<file path="config.mk">
export PLATFORM = sky130hd
export DESIGN_NAME = hamm_seq_unit_flat
export DESIGN_NICKNAME = d
export VERILOG_FILES = /design/src/rtl/hamm_seq_if.sv /design/src/rtl/hamm_seq_unit.sv /design/src/flat_wrapper.sv
export SDC_FILE = /design/constraint.sdc
export NUM_CORES = 1
export LEC_CHECK = 0
export CAP_MARGIN = 5
export CORE_AREA = 2 2 101 112
export CTS_BUF_LIST = sky130_fd_sc_hd__clkbuf_8
export DETAILED_ROUTE_END_ITERATION = 6
export DIE_AREA = 0 0 103 114
export SYNTH_ARGS = -nofsm -noshare
export SYNTH_HDL_FRONTEND = slang
export SYNTH_SLANG_ARGS = --single-unit
</file>
<file path="constraint.sdc">
create_clock -name clk -period 5.5 [get_ports clk]
set_clock_uncertainty 0.2 [all_clocks]
set_input_delay 1.65 -clock clk [delete_from_list [all_inputs] [get_ports clk]]
set_output_delay 1.65 -clock clk [all_outputs]
set_load 0.05 [all_outputs]
</file>
<file path="src/rtl/hamm_seq_if.sv">
// Request/result handshake bundle for the sequential Hamming weight/distance engine.
interface hamm_seq_if #(
    parameter int DATA_W = 32
) ();
    localparam int RES_W = $clog2(DATA_W + 1);

    logic              in_valid;
    logic              in_ready;
    logic              mode;
    logic [DATA_W-1:0] a;
    logic [DATA_W-1:0] b;
    logic              out_valid;
    logic              out_ready;
    logic [RES_W-1:0]  res;
    logic              parity;
    logic              busy;

    modport master (
        output in_valid, mode, a, b, out_ready,
        input  in_ready, out_valid, res, parity, busy
    );

    modport slave (
        input  in_valid, mode, a, b, out_ready,
        output in_ready, out_valid, res, parity, busy
    );
endinterface

</file>
<file path="src/rtl/hamm_seq_unit.sv">
// Multi-cycle popcount / Hamming-distance engine: counts CHUNK_W bits per cycle over a latched operand.
//   state | meaning
//   IDLE  | waiting for a request, in_ready high
//   RUN   | summing one chunk per cycle, LSB chunk first
//   DONE  | result held on res/parity until out_ready
module hamm_seq_unit #(
    parameter int DATA_W  = 32,
    parameter int CHUNK_W = 8
) (
    input  logic       clk,
    input  logic       rst_n,
    hamm_seq_if.slave  bus
);
    localparam int NCHUNK = DATA_W / CHUNK_W;
    localparam int RES_W  = $clog2(DATA_W + 1);
    localparam int IDX_W  = (NCHUNK > 1) ? $clog2(NCHUNK) : 1;
    localparam logic [IDX_W-1:0] LAST_IDX = IDX_W'(NCHUNK - 1);

    typedef enum logic [1:0] {
        IDLE = 2'd0,
        RUN  = 2'd1,
        DONE = 2'd2
    } state_t;

    state_t             state;
    logic [DATA_W-1:0]  op;
    logic [RES_W-1:0]   acc;
    logic [IDX_W-1:0]   idx;

    function automatic logic [RES_W-1:0] chunk_ones(input logic [CHUNK_W-1:0] v);
        logic [RES_W-1:0] n;
        n = '0;
        for (int i = 0; i < CHUNK_W; i++) begin
            n = n + RES_W'(v[i]);
        end
        return n;
    endfunction

    // The operand shifts right each RUN cycle so the active chunk is always the low CHUNK_W bits.
    always_ff @(posedge clk or negedge rst_n) begin
        if (!rst_n) begin
            state <= IDLE;
            op    <= '0;
            acc   <= '0;
            idx   <= '0;
        end else begin
            case (state)
                IDLE: begin
                    if (bus.in_valid) begin
                        op    <= bus.mode ? (bus.a ^ bus.b) : bus.a;
                        acc   <= '0;
                        idx   <= '0;
                        state <= RUN;
                    end
                end
                RUN: begin
                    acc <= acc + chunk_ones(op[CHUNK_W-1:0]);
                    op  <= op >> CHUNK_W;
                    idx <= idx + 1'b1;
                    if (idx == LAST_IDX) begin
                        state <= DONE;
                    end
                end
                DONE: begin
                    if (bus.out_ready) begin
                        state <= IDLE;
                    end
                end
                default: state <= IDLE;
            endcase
        end
    end

    assign bus.in_ready  = (state == IDLE);
    assign bus.out_valid = (state == DONE);
    assign bus.busy      = (state == RUN) || (state == DONE);
    assign bus.res       = acc;
    assign bus.parity    = acc[0];
endmodule

</file>
<file path="src/flat_wrapper.sv">
// flat-port wrapper written by rule: the top's interface ports become plain ports
module hamm_seq_unit_flat 
#(
    parameter int DATA_W  = 32,
    parameter int CHUNK_W = 8
)
  (clk, rst_n, bus_in_valid, bus_mode, bus_a, bus_b, bus_out_ready, bus_in_ready, bus_out_valid, bus_res, bus_parity, bus_busy);
  hamm_seq_if #(.DATA_W(DATA_W)) bus_i ();
  input  logic clk;
  input  logic rst_n;
  input wire logic [$bits(bus_i.in_valid)-1:0] bus_in_valid;
  input wire logic [$bits(bus_i.mode)-1:0] bus_mode;
  input wire logic [$bits(bus_i.a)-1:0] bus_a;
  input wire logic [$bits(bus_i.b)-1:0] bus_b;
  input wire logic [$bits(bus_i.out_ready)-1:0] bus_out_ready;
  output wire logic [$bits(bus_i.in_ready)-1:0] bus_in_ready;
  output wire logic [$bits(bus_i.out_valid)-1:0] bus_out_valid;
  output wire logic [$bits(bus_i.res)-1:0] bus_res;
  output wire logic [$bits(bus_i.parity)-1:0] bus_parity;
  output wire logic [$bits(bus_i.busy)-1:0] bus_busy;
  assign bus_i.in_valid = bus_in_valid;
  assign bus_i.mode = bus_mode;
  assign bus_i.a = bus_a;
  assign bus_i.b = bus_b;
  assign bus_i.out_ready = bus_out_ready;
  assign bus_in_ready = bus_i.in_ready;
  assign bus_out_valid = bus_i.out_valid;
  assign bus_res = bus_i.res;
  assign bus_parity = bus_i.parity;
  assign bus_busy = bus_i.busy;
  hamm_seq_unit #(.DATA_W(DATA_W), .CHUNK_W(CHUNK_W)) u_core (.clk(clk), .rst_n(rst_n), .bus(bus_i));
endmodule
</file>
After elaboration in Yosys (flattened, before gate mapping). Index checks and enable logic that the tools add are counted.

Register bits after elaboration: 42. Bits in latches: 0. Memory bits (writable): 0. Memory bits (read-only): 0. Input bits: 69. Output and inout port bits: 10. Logic and storage cells: 36. Memories: 0.

Add/sub/neg operators: 9. Multipliers: 0. Divide/modulo/power cells: 0. $lt $le $gt $ge: 0. Eq/ne operators: 6. Shifts and indexed selects: 0. Multiplexer cells: 11. Bitwise gates (word level): 1. Reduce and logical (&&, ||, !) cells: 5.

Operators by type and width (number): two-way mux 32 bit (2); case mux 32 bit (2 select lines) (1); adder 6 x 1 -> 6 bit (6); bitwise XOR 32 bit (1); case mux 6 bit (2 select lines) (1); two-way mux 2 bit (4); adder 6 bit (1); two-way mux 6 bit (1); case mux 2 bit (3 select lines) (1); equality test 2 bit, second input constant (2); inequality test 2 bit, second input constant (2); case mux 2 bit (2 select lines) (1); AND reduction 3 bit (1); adder 1 x 1 -> 2 bit (1); adder 2 x 1 -> 2 bit, second input constant (1); equality test 2 x 1 -> 1 bit, second input constant (1); zero test 2 bit (1); inequality test 2 x 1 -> 1 bit, second input constant (1); AND reduction 2 bit (1); nonzero test 2 bit (1); logical OR 1 bit (1).

Logic depth before layout (Yosys ltp). Gate-level depths: netlist of run 1.

Depth in word-level cells: 9. Depth in mapped cells: 12. Depth with buffers taken out: 12.

Worst setup path before layout of run 1. OpenSTA, ideal clock, no wires.

Kind: reg2reg. Start: reg u_core.op[0]. End: reg u_core.acc[4] (netlist: u_core.bus.res[4]). Setup time: 0.127 ns. Arrival: 3.227 ns. Required time: 5.173 ns. Setup slack: 1.946 ns. Stages on the path, launching flop included: 13. Buffers on the path: 0. Clock period less this slack: 3.554 ns. Cell sequence: dfrtp_1 > ha_1 > inv_1 > fa_1 > fa_1 > fa_1 > inv_1 > ha_1 > fa_1 > a21o_1 > a21oi_1 > xor2_1 > o21ai_0.

Longest elaborated chain between the ends: 9.

RTL lines: from (decl) (RTL line hamm_seq_unit.sv:26) `logic [DATA_W-1:0] op;`; from (signal assigned) (RTL line hamm_seq_unit.sv:50) `op <= bus.mode ? (bus.a ^ bus.b) : bus.a;`; from (signal assigned) (RTL line hamm_seq_unit.sv:58) `op <= op >> CHUNK_W;`; adder 1 x 1 -> 2 bit (RTL line hamm_seq_unit.sv:34) `n = n + RES_W'(v[i]);`; adder 6 x 1 -> 6 bit (6 in series) (RTL line hamm_seq_unit.sv:34); adder 6 bit (RTL line hamm_seq_unit.sv:57) `acc <= acc + chunk_ones(op[CHUNK_W-1:0]);`; case mux 6 bit (2 select lines) (RTL line hamm_seq_unit.sv:47) `case (state)`; to (signal assigned) (RTL line hamm_seq_unit.sv:57); to (decl) (RTL line hamm_seq_unit.sv:27) `logic [RES_W-1:0] acc;`.

Every way passes these cells. A chain may end at the register's enable or synchronous reset.

Worst setup path after layout of run 1.
Start: reg u_core.state[1]. End: out bus_in_ready.

Longest elaborated chain between the ends: 1.

RTL lines: from (decl) (RTL line hamm_seq_unit.sv:25) `state_t state;`; from (signal assigned) (RTL line hamm_seq_unit.sv:42) `state <= IDLE;`; from (signal assigned) (RTL line hamm_seq_unit.sv:53) `state <= RUN;`; from (signal assigned) (RTL line hamm_seq_unit.sv:61) `state <= DONE;`; zero test 2 bit (RTL line hamm_seq_unit.sv:74) `assign bus.in_ready = (state == IDLE);`; to (decl) (RTL line flat_wrapper.sv:16) `output wire logic [$bits(bus_i.in_ready)-1:0] bus_in_ready;`.

Every way passes these cells.

==> run summary, run 1 <==
Status: complete, no violations
Crit path time final: 3.84 ns
Share of layout cells above drive strength 1: 3.99%
Worst hold path type: register to register
Number of CTS-inserted buffers: 5
Critical Path Sink Type: primary output
Vias in the first global route: 2,045
Total Routing Usage GR: 10.1%
Mux contribution to synthesized area: 9.29%
Slowest CP cell: clkdlybuf4s50_1
Detailed-route DRC error count: 0
Top Usage Layer GRT: met2
IR drop worst, VDD: 0.000185 V
Cells on Worst Hold Path: 2
Synth-to-layout area growth: 39.3%
Post-synthesis xor/xnor area fraction: 11.8%
Worst Path Buf+Inv: 2
Hold_buf cts: 0
Non-filler cells, final: 498
Vias per cell: 4.10
CTS root buf: clkbuf_8
R2R Path Start: u_core.op[0]$_DFFE_PN0P_
WP data arrival: 1.99 ns
Final Hold Vio Count: 0
NumNets Final: 439
I/O pin count: 79
First-pass GRT wire length: 9.33 mm
ANT cells: 0
Gpl congestion: 0.717
Final setup viols: 0
Post-route setup slack: 1.66 ns
RR Endpoint: u_core.bus.res[4]$_DFFE_PN0P_
Synth unique cells: 31
Crit path depth: 3
Crit share post-route: 69.9%
CP peak stage delay: 0.86 ns
Post-Synth Simple-Gate Area: 11.2%
CTS tree: built
H-tree depth: 2
Critical path peak fanout: 7
Pwr dens: 567 nW/um2
Clk pin slew, worst setup/hold paths: 0.09 ns
Fillers: 1,144
Post-route cell area: 3620 um2
Startpoint types: register
Worst skew pair latency: 0.29 ns
Hold path start: u_core.op[28]$_DFFE_PN0P_
Max_cap viols: 0
CP delay by family, top: buffers and inverters
Total number of vias: 2,043
DR pass1 iterations: 4
Core Area: 10,700 um2
Die extent in y: 114 um
Slew Limit Fails: 0
Syn Inst Count: 276
Total clock sinks: 42
Resize count post-CTS: 0
Post-Route Utilization: 33.8%
Synth Net Count: 365
Yosys warning count: 0
Antenna-violating nets left: 0
RSZ-0062 raised after global routing: no
Routed wire length per instance: 11.3 um
I/O Buffers: 78
Chip Width: 103 um
Initial Util: 24.3%
Fraction of the mapped netlist area in adder cells: 10.8%
Slew headroom: 26.4%
GR Layer Usage met2: 18.0%
Gr ovfl total: 0
WHS: 0.282 ns
Post-Syn Area: 2600 um2
Grt met3 use: 2.94%
Placed cell area: 3510 um2
Antenna violations before repair: 0
Largest family of logic cells by synthesized area: compound AO/OA/AOI/OAI gates
Commonest non-fill, non-tap cell in the layout: clkdlybuf4s50_1
FF-to-FF setup slack: 1.75 ns
Worst-Margin Slew: 1.10 ns
Grt met1 use: 11.8%
Cells on worst reg2reg path: 12
Total wire length: 5.61 mm
Row count: 40
Seq/Total Area, Yosys: 40.4%
Critical path data required time: 3.65 ns
Pre-CTS setup slack: 1.62 ns
CTS max path bufs: 2
Synth Area per Inst: 9.42 um2
CP Class: register to primary output
Static leakage: 1.63 nW
Most frequent cells in the layout: 77 x clkdlybuf4s50_1, 69 x nand2_1, 42 x dfrtp_1
Setup TNS: 0 ns
Iteration-0 DRC Markers: 91
Complex-gate fraction of the synthesized area: 11.8%
Die area: 11,700 um2
Placed insts: 490
WHS Endpoint: u_core.op[28]$_DFFE_PN0P_
Dpl hpwl: 4.42 mm
Buffer count from post-CTS setup fixing: 0
Maximum number of pins on one net before global-route repair: 43
Fmax: 260 MHz
FF+latch count, synth: 42
CP Cell Sequence: inv_1 > ha_1 > clkdlybuf4s50_1
Power, Total: 2.06 mW
==> cells in the mapped netlist <==
cell type	instances	share of area, %
a221oi_1	1	0.34
o21ai_2	1	0.34
o21ai_0	38	7.3
dfrtp_1	42	40
a21oi_1	3	0.58
a21o_1	1	0.29
inv_2	1	0.14
buf_2	8	1.5
inv_1	14	2.0
o211ai_1	1	0.29
nand2_1	69	10
o211a_1	1	0.39
or3_1	1	0.24
xnor2_1	24	8.1
a22o_1	3	1.0
buf_4	2	0.58
mux2i_1	23	8.9
nand3_1	1	0.19
xor2_1	11	3.7
fa_1	4	3.1
a211o_1	1	0.34
clkbuf_4	1	0.29
a21oi_2	1	0.34
nor2_1	2	0.29
nand2b_1	1	0.24
clkbuf_1	1	0.14
mux2_2	1	0.43
a21boi_1	1	0.29
and2b_1	1	0.29
a22oi_1	1	0.29
ha_1	16	7.7
==> routing by layer <==
layer / vias to the layer above / part of all wire, %
met5: - / 0
met4: 0 / 0.48
met3: 3 / 7.2
met2: 57 / 51
met1: 930 / 41
li1: 1053 / -
==> tightest hold or removal path, cell delays in order, from the launching register on <==
cell	delay [ns]
dfrtp_1	0.35
nand2_1	0.04
o21ai_0	0.06
==> sequential cells by signal, summed over array words and instances, names as in the netlist <==
| signal | flops |
|---|---|
| u_core.idx | 2 |
| u_core.bus.res | 6 |
| u_core.op | 32 |
| u_core.state | 2 |
==> power by group <==
group          switching, mW  internal [mW]  leakage, nW
logic                  0.726          0.544         1.04
registers             0.0795          0.459        0.539
clock network          0.112          0.135       0.0504
==> cell families (layout without fill, tap and decap cells) <==
logic type      count (synthesis)  count (layout)
simple gates                   75              75
compound gates                 53              53
flops                          42              42
xor+xnor                       35              35
buf+inv                        27             102
mux                            24              24
fa+ha+maj                      20              20
==> cell type report <==
class	instances	area [um2]	area share, %
clock buffers	5	68.8	1.90
clock inverters	3	45.0	1.24
inverters	15	56.3	1.55
multi-input cells	207	1430	39.6
flip-flops and latches	42	1050	29.0
well taps	147	184	5.08
repair buffers	79	783	21.6
==> worst max-delay path by stage <==
stage / from / to / slack, ns
after floorplan: u_core.op[0]$_DFFE_PN0P_ / u_core.bus.res[4]$_DFFE_PN0P_ / 1.95
after global placement: bus_mode / u_core.op[4]$_DFFE_PN0P_ / 1.65
after detailed placement: bus_mode / u_core.op[4]$_DFFE_PN0P_ / 1.62
after CTS: u_core.state[1]$_DFFE_PN0P_ / bus_in_ready / 1.65
after global routing: u_core.op[0]$_DFFE_PN0P_ / u_core.bus.res[4]$_DFFE_PN0P_ / 1.57
final: u_core.state[1]$_DFFE_PN0P_ / bus_in_ready / 1.66
No activity file was read; power rests on OpenSTA's default activity.
==> run 2: changes to the inputs <==
==> constraint.sdc (replaced) <==
create_clock -name clk -period 3.1 [get_ports clk]
set_clock_uncertainty 0.2 [all_clocks]
set_input_delay 0.93 -clock clk [delete_from_list [all_inputs] [get_ports clk]]
set_output_delay 0.93 -clock clk [all_outputs]
set_load 0.05 [all_outputs]
==> run 2 against run 1 <==
The run now ends with setup timing left. Final area increased by 2.9%. Via count grew 1.9%. Highest routed layer unchanged. Count of clock-buffer cells in the layout unchanged. Hold slack got worse by 0.0030 ns. Critical path type is now register to register. Largest cell class unchanged. First-iteration DRC count fell by 45%.
==> run summary, run 2 (synthesis gave the netlist of run 1 again) <==
CTS tree: built
Clock network power share: 10.6% (-1.4 points)
Gpl congestion: 0.772 (+7.6%)
I/O pin count: 79 (unchanged)
Vias per cell: 4.10 (about the same)
Most frequent cells in the layout: 76 x clkdlybuf4s50_1, 69 x nand2_1, 42 x dfrtp_1
CTS max path bufs: 2 (unchanged)
Max_cap viols: 0 (unchanged)
Placed insts: 497 (+1.4%)
Static leakage: 1.69 nW (+3.6%)
Top reg by flops: u_core.op
Slew headroom: 45.9% (+20 points)
IR drop worst, VDD: 0.000474 V (+160%)
Sw Ratio: 43.3% (-1.3 points)
Fillers: 1,142 (-0.17%)
Status: complete, but fails checks
First-pass GRT wire length: 9.80 mm (+5.0%)
Initial Util: 24.3% (unchanged)
Worst-Margin Slew: 0.808 ns (-0.293 ns)
RSZ-0062 raised after global routing: yes
Dpl hpwl: 4.51 mm (+2.1%)
Critical Path Sink Type: register
Iteration-0 DRC Markers: 50 (-45%)
Multi-input logic area: 1470 um2 (+2.3%)
Vias in the first global route: 2,166 (+5.9%)
Antenna-violating nets left: 0 (unchanged)
Crit share post-route: 114%
Fmax: 283 MHz
Sequential share of power: 23.7% (-2.5 points)
Row count: 40 (unchanged)
Non-filler cells, final: 508 (+2.0%)
Chip Width: 103 um (unchanged)
Failing checks: setup timing
Antenna violations before repair: 0 (unchanged)
CP Class: register to register
Slew Limit Fails: 0 (unchanged)
Routed wire length per instance: 11.2 um (-0.43%)
Die area: 11,700 um2 (unchanged)
Total number of vias: 2,082 (+1.9%)
Critical path data required time: 3.08 ns (-0.57 ns)
Commonest non-fill, non-tap cell in the layout: clkdlybuf4s50_1
Core Area: 10,700 um2 (unchanged)
Int Pwr: 2.27 mW (+100%)
Total Routing Usage GR: 10.4% (+0.34 points)
Clk pin slew, worst setup/hold paths: 0.08 ns (about the same)
Die extent in y: 114 um (unchanged)
Synth-to-layout area growth: 43.4%
Total wire length: 5.70 mm (+1.6%)
Post-route setup slack: -0.438 ns (-2.09 ns)
Crit path time final: 3.54 ns
Share of layout cells above drive strength 1: 8.86% (+4.9 points)
FF+latch area: 1050 um2 (unchanged)
ANT cells: 0 (unchanged)
Maximum number of pins on one net before global-route repair: 37 (-14%)
DR pass1 iterations: 4 (unchanged)
WP data arrival: 3.51 ns (+1.52 ns)
H-tree depth: 2 (unchanged)
NumNets Final: 449 (+2.3%)
Worst skew pair latency: 0.29 ns (about the same)
P_sw: 1.74 mW (+89%)
Worst hold path type: register to register
Comb pwr share: 65.7% (+3.9 points)
Setup TNS: -1.60 ns (-1.60 ns)
I/O Buffers: 78 (unchanged)
Pwr dens: 1080 nW/um2 (+90%)
Final setup viols: 5 (+5)
CTS root buf: clkbuf_8
Gr ovfl total: 0 (unchanged)
Number of CTS-inserted buffers: 5 (unchanged)
Final Hold Vio Count: 0 (unchanged)
Startpoint types: register
Detailed-route DRC error count: 0 (unchanged)
Largest register FFs: 32 (unchanged)
Critical path peak fanout: 2 (-5)
Total clock sinks: 42 (unchanged)
==> run 2: cell count changes in the layout (fill, tap and decap cells not counted), moves of 2 or more <==
cell	delta
buf_4	+10
inv_1	-2
inv_2	+3
o21ai_0	-4
o21ai_1	+4
==> run 2: critical path, stage by stage (launching register included) <==
cell	delay [ns]
dfrtp_1	0.39
ha_1	0.29
inv_2	0.04
fa_1	0.49
fa_1	0.42
fa_1	0.50
inv_2	0.05
ha_4	0.16
fa_2	0.33
a21o_1	0.20
a21oi_2	0.14
xor2_1	0.15
o21ai_1	0.07
==> run 2: stage by stage <==
stage	hold WS (ns)	setup slack, ns	cell area, um2	utilization (%)	total power, mW
floorplan	0.249	-0.363	2620	-	2.73
global placement	0.260	-0.412	3570	33.4	3.26
detailed placement	0.269	-0.451	3570	33.4	3.36
CTS	0.288	-0.440	3720	34.7	4.02
global route	0.306	-0.573	3730	34.8	4.44
finish	0.279	-0.438	3730	34.8	4.01
==> run 2: power by group through the flow <==
stage               sequential, mW  combinational (mW)  clock (mW)
global placement             0.955                2.30           0
detailed placement           0.965                2.40           0
CTS                          0.956                2.62       0.445
finish                       0.952                2.64       0.424
floorplan                     1.01                1.72           0
global route                 0.990                2.99       0.465
==> run 2: per-layer routing <==
| layer | track usage, % | wire length [um] | vias up |
|---|---|---|---|
| met2 | 18.4 | 2840 | 55 |
| met1 | 12.9 | 2510 | 947 |
| met3 | 2.45 | 331 | 2 |
| li1 | - | - | 1078 |
| met5 | 0 | 0 | - |
| met4 | 2.11 | 23 | 0 |
==> run 2: worst paths after layout <==
path	start	endpoint	slack (ns)	cells past startpoint
worst max register to register	u_core.op[0]$_DFFE_PN0P_	u_core.bus.res[4]$_DFFE_PN0P_	-0.44	12
worst min register to register	u_core.op[29]$_DFFE_PN0P_	u_core.op[29]$_DFFE_PN0P_	0.28	2
min in group asynchronous	rst_n	u_core.bus.res[3]$_DFFE_PN0P_	0.47	1
worst min-delay path	u_core.op[29]$_DFFE_PN0P_	u_core.op[29]$_DFFE_PN0P_	0.28	2
worst max-delay path	u_core.op[0]$_DFFE_PN0P_	u_core.bus.res[4]$_DFFE_PN0P_	-0.44	12
max in group asynchronous	rst_n	u_core.op[6]$_DFFE_PN0P_	1.65	2
==> run 2: area by class of cell <==
cell class	count	share of cell area, %
Sequential cell	42	28.2
Multi-Input combinational cell	207	39.3
Clock buffer	5	1.85
Clock inverter	3	1.11
Tap cell	147	4.93
Inverter	15	1.51
Timing Repair Buffer	89	23.1
==> run 2: repair_timing <==
action	4_1_cts	5_1_grt
gates cloned	0	0
hold buffers	0	0
resized for setup	6	1
buffers inserted	2	1
setup endpoints to repair	5	5
pin swaps	6	4
==> patch 1: new RTL, config.mk and constraints of run 2 <==
Re-encode `state_t` (3 states) as one-hot, 3 bits wide.
--- a/src/rtl/hamm_seq_unit.sv
+++ b/src/rtl/hamm_seq_unit.sv
@@ -17,8 +17,8 @@
     localparam logic [IDX_W-1:0] LAST_IDX = IDX_W'(NCHUNK - 1);
 
-    typedef enum logic [1:0] {
-        IDLE = 2'd0,
-        RUN  = 2'd1,
-        DONE = 2'd2
+    typedef enum logic [2:0] {
+        IDLE = 3'b001,
+        RUN  = 3'b010,
+        DONE = 3'b100
     } state_t;
 
Check against the original RTL: same outputs for any inputs over 10 cycles, from zero or initial values and one cycle with rst_n low; not proved beyond that.
==> patch 1 against run 2 <==
- the run still ends with setup timing left
- setup slack improved by 67 ps
- cell area rose by 4.0%
- global-route usage rose by 1.9 points
- hold slack got worse by 5.6 ps
- total power fell by 10%
- non-clock buffer count rose by 1
- synthesized area rose by 6.6%
- sequential cell count rose by 1
- wire length rose by 21%
- final cell count rose by 1.4%
- largest cell class unchanged
==> patch 1: results <==
{
  "outcome": "complete, but fails checks",
  "failed_checks": "setup timing",
  "switching_power_w": 0.001468,
  "grt_usage_pct": 12.38,
  "syn_area_per_cell_um2": 9.524,
  "fin_nets": 453,
  "viasPerCell": 4.629,
  "nClkBuffers": 6,
  "use_met1_pct": 15.07,
  "ys_top_cells_by_area": "dfrtp_1, o21ai_0, and3b_1, ha_1, a21boi_0",
  "pg_clk_w": 0.000453,
  "setup_ws_ps": -370.6,
  "synth_fp_nets": 377,
  "cts_resized": 5,
  "final-clk-cell-share_pct": 3.033,
  "setup_viol": 5,
  "grt_pass1_vias": 2381,
  "clockPowerShare_pct": 12.6,
  "wl_um": 6887,
  "worstPathArrival_ps": 3450,
  "synth-seq-area-share_pct": 38.87,
  "met1_length_um": 2982,
  "gr-usage-met3_pct": 2.574,
  "grt_max_degree": 52,
  "multiInputGateArea_mm2": 0.001563,
  "vdd_drop_max_v": 0.0004241
}
==> patch 1: worst reg2reg max path: stages, from the launching register on <==
cell and delay, ps:
dfrtp_1 390, ha_1 290, inv_1 50, fa_1 490
fa_1 430, fa_1 510, inv_2 50, ha_4 160
fa_2 350, nand3_2 100, a211oi_2 70, a211o_1 280
==> patch 1: cells by family after synthesis <==
group	count (synthesis)	share of synthesized area (%)
AO/OA/AOI/OAI	90	21.67
multiplexers	1	0.3612
buffers and inverters	34	6.276
adder cells (fa/ha/maj)	17	8.759
XOR/XNOR	14	4.424
AND/OR/NAND/NOR	92	19.64
flip-flops	43	38.87
==> patch 1: stage by stage <==
stage | hold slack, ps | setup TNS (ps) | cell area, um^2 | setup slack (ps)
4_1_cts | 280.5 | -1533 | 3872 | -367.7
3_3_place_gp | 262.7 | -1062 | 3721 | -296.6
5_1_grt | 306.2 | -1948 | 3877 | -478.2
6_report | 273.0 | -1411 | 3877 | -370.6
2_1_floorplan | 241.8 | -549.0 | 2786 | -231.4
3_5_place_dp | 261.0 | -1563 | 3721 | -397.1
==> patch 1: path summary, 6_finish.rpt <==
| kind | slack (ps) | startpoint | end |
|---|---|---|---|
| max | -370 | u_core.op[0]$_DFFE_PN0P_ | u_core.bus.res[4]$_DFFE_PN0P_ |
| min | 270 | u_core.op[21]$_DFFE_PN0P_ | u_core.op[13]$_DFFE_PN0P_ |
| max reg2reg | -370 | u_core.op[0]$_DFFE_PN0P_ | u_core.bus.res[4]$_DFFE_PN0P_ |
| min reg2reg | 270 | u_core.op[21]$_DFFE_PN0P_ | u_core.op[13]$_DFFE_PN0P_ |
| max in group asynchronous | 1590 | rst_n | u_core.state[0]$_DFFE_PN1P_ |
| min in group asynchronous | 370 | rst_n | u_core.bus.res[2]$_DFFE_PN0P_ |
==> patch 2: new RTL, flow settings as in run 2 <==
Made on the original files. `DATA_W` is set to 32 in 3 places; all go to 64.
--- a/src/rtl/hamm_seq_if.sv
+++ b/src/rtl/hamm_seq_if.sv
@@ -1,5 +1,5 @@
 // Request/result handshake bundle for the sequential Hamming weight/distance engine.
 interface hamm_seq_if #(
-    parameter int DATA_W = 32
+    parameter int DATA_W = 64
 ) ();
     localparam int RES_W = $clog2(DATA_W + 1);
--- a/src/rtl/hamm_seq_unit.sv
+++ b/src/rtl/hamm_seq_unit.sv
@@ -5,5 +5,5 @@
 //   DONE  | result held on res/parity until out_ready
 module hamm_seq_unit #(
-    parameter int DATA_W  = 32,
+    parameter int DATA_W  = 64,
     parameter int CHUNK_W = 8
 ) (
--- a/src/flat_wrapper.sv
+++ b/src/flat_wrapper.sv
@@ -2,5 +2,5 @@
 module hamm_seq_unit_flat 
 #(
-    parameter int DATA_W  = 32,
+    parameter int DATA_W  = 64,
     parameter int CHUNK_W = 8
 )
Interface: changed (resized bus_a, bus_b and bus_res); port bits go from 79 to 144. No check against the original RTL was run, so the function may have changed too.
==> patch 2 against run 2 <==
- the run still ends with setup timing left
- first-iteration DRC count grew to 3.2 times the old value
- combinational power rose by 16%
- setup slack got worse by 230 ps
- total power up 40%
- clock power increased by 96%
- synthesized area grew 82%
- final cell count up 56%
- cell area is 77% higher
- wire length up 110%
- sequential cell count grew 34
- critical endpoint is now u_core.bus.res[6]$_DFFE_PN0P_
==> patch 2: results <==
{
  "outcome": "complete, but fails checks",
  "ys_types": 33,
  "setup_viol": 6,
  "use_met1_pct": 28.16,
  "gr-usage-met3_pct": 4.657,
  "power.share.sequential_pct": 30.8,
  "viasPerCell": 5.151,
  "hold_start": "u_core.op[39]$_DFFE_PN0P_",
  "synth-xor-area-share_pct": 12.06,
  "synth_fp_nets": 657,
  "met1_length_um": 5439,
  "worstPathArrival_ps": 3800,
  "combPwrFrac_pct": 54.4,
  "finalNonFillerCells": 795,
  "h-tree-depth": 3,
  "post-place-cells": 773,
  "use_met2_pct": 34.42,
  "vdd_drop_max_v": 0.0004647,
  "grt_usage_pct": 20.90,
  "drive_above_1_share_pct": 8.964,
  "firstDrtPassIters": 5,
  "hold_ws_ps": 285.2,
  "failed_checks": "setup timing",
  "wl_met3_um": 783,
  "holdPathEnd": "u_core.op[39]$_DFFE_PN0P_",
  "finalWeightedCongestion": 0.7459,
  "grt_max_degree": 58,
  "rr_worst_depth": 13,
  "wire_per_inst_um": 15.15,
  "grt_pass1_vias": 4052,
  "largest_reg_flops": 64,
  "sw_frac_of_total_pct": 41.35,
  "wl_met2_um": 5729,
  "setup_ws_ps": -664.6,
  "worst_r2r_endpoint": "u_core.bus.res[6]$_DFFE_PN0P_",
  "portBuffers": 143,
  "ys_top_cells_by_area": "dfrtp_1, xnor2_1, a22oi_1, nand2_1, o21ai_0",
  "worstSkewPairLatency_ps": 340,
  "synth_compound_area_share_pct": 21.71,
  "synthTopCellsByCount": "nand2_1, dfrtp_1, a22oi_1",
  "grt_pass1_wl_um": 19310,
  "drtIter0Drc": 159
}
patch 2: cell types whose count changed after synthesis, moves of 8 or more:
cell	change
a22o_1	+8
clkbuf_1	+11
a22oi_1	+69
xnor2_1	+40
dfrtp_1	+34
buf_2	+10
o21ai_0	+20
nand2_1	+21
xor2_1	-10
patch 2: critical path, cell delays in order (launching register included):
cell and delay [ps]:
dfrtp_1 380, ha_1 300, inv_2 60, fa_1 420, fa_1 520, fa_2 440, inv_2 80, ha_4 140
inv_2 40, fa_2 340, nor2b_2 150, o31ai_2 80, a21oi_1 150, mux2_2 340
patch 2: final cells by class:
type | count | area, um^2
fill | 976 | 4096
multi-input combinational | 372 | 2611
sequential | 76 | 1902
antenna | 1 | 2.502
tap | 147 | 183.9
clock buffer | 10 | 137.6
clock inverter | 6 | 78.83
timing repair buffer | 165 | 1630
inverter | 18 | 67.56
patch 2: what timing repair did:
item	CTS	global route
gates resized for setup	6	4
pin swaps	5	3
buffers inserted	4	2
cloned	0	0
setup endpoints to repair	6	7
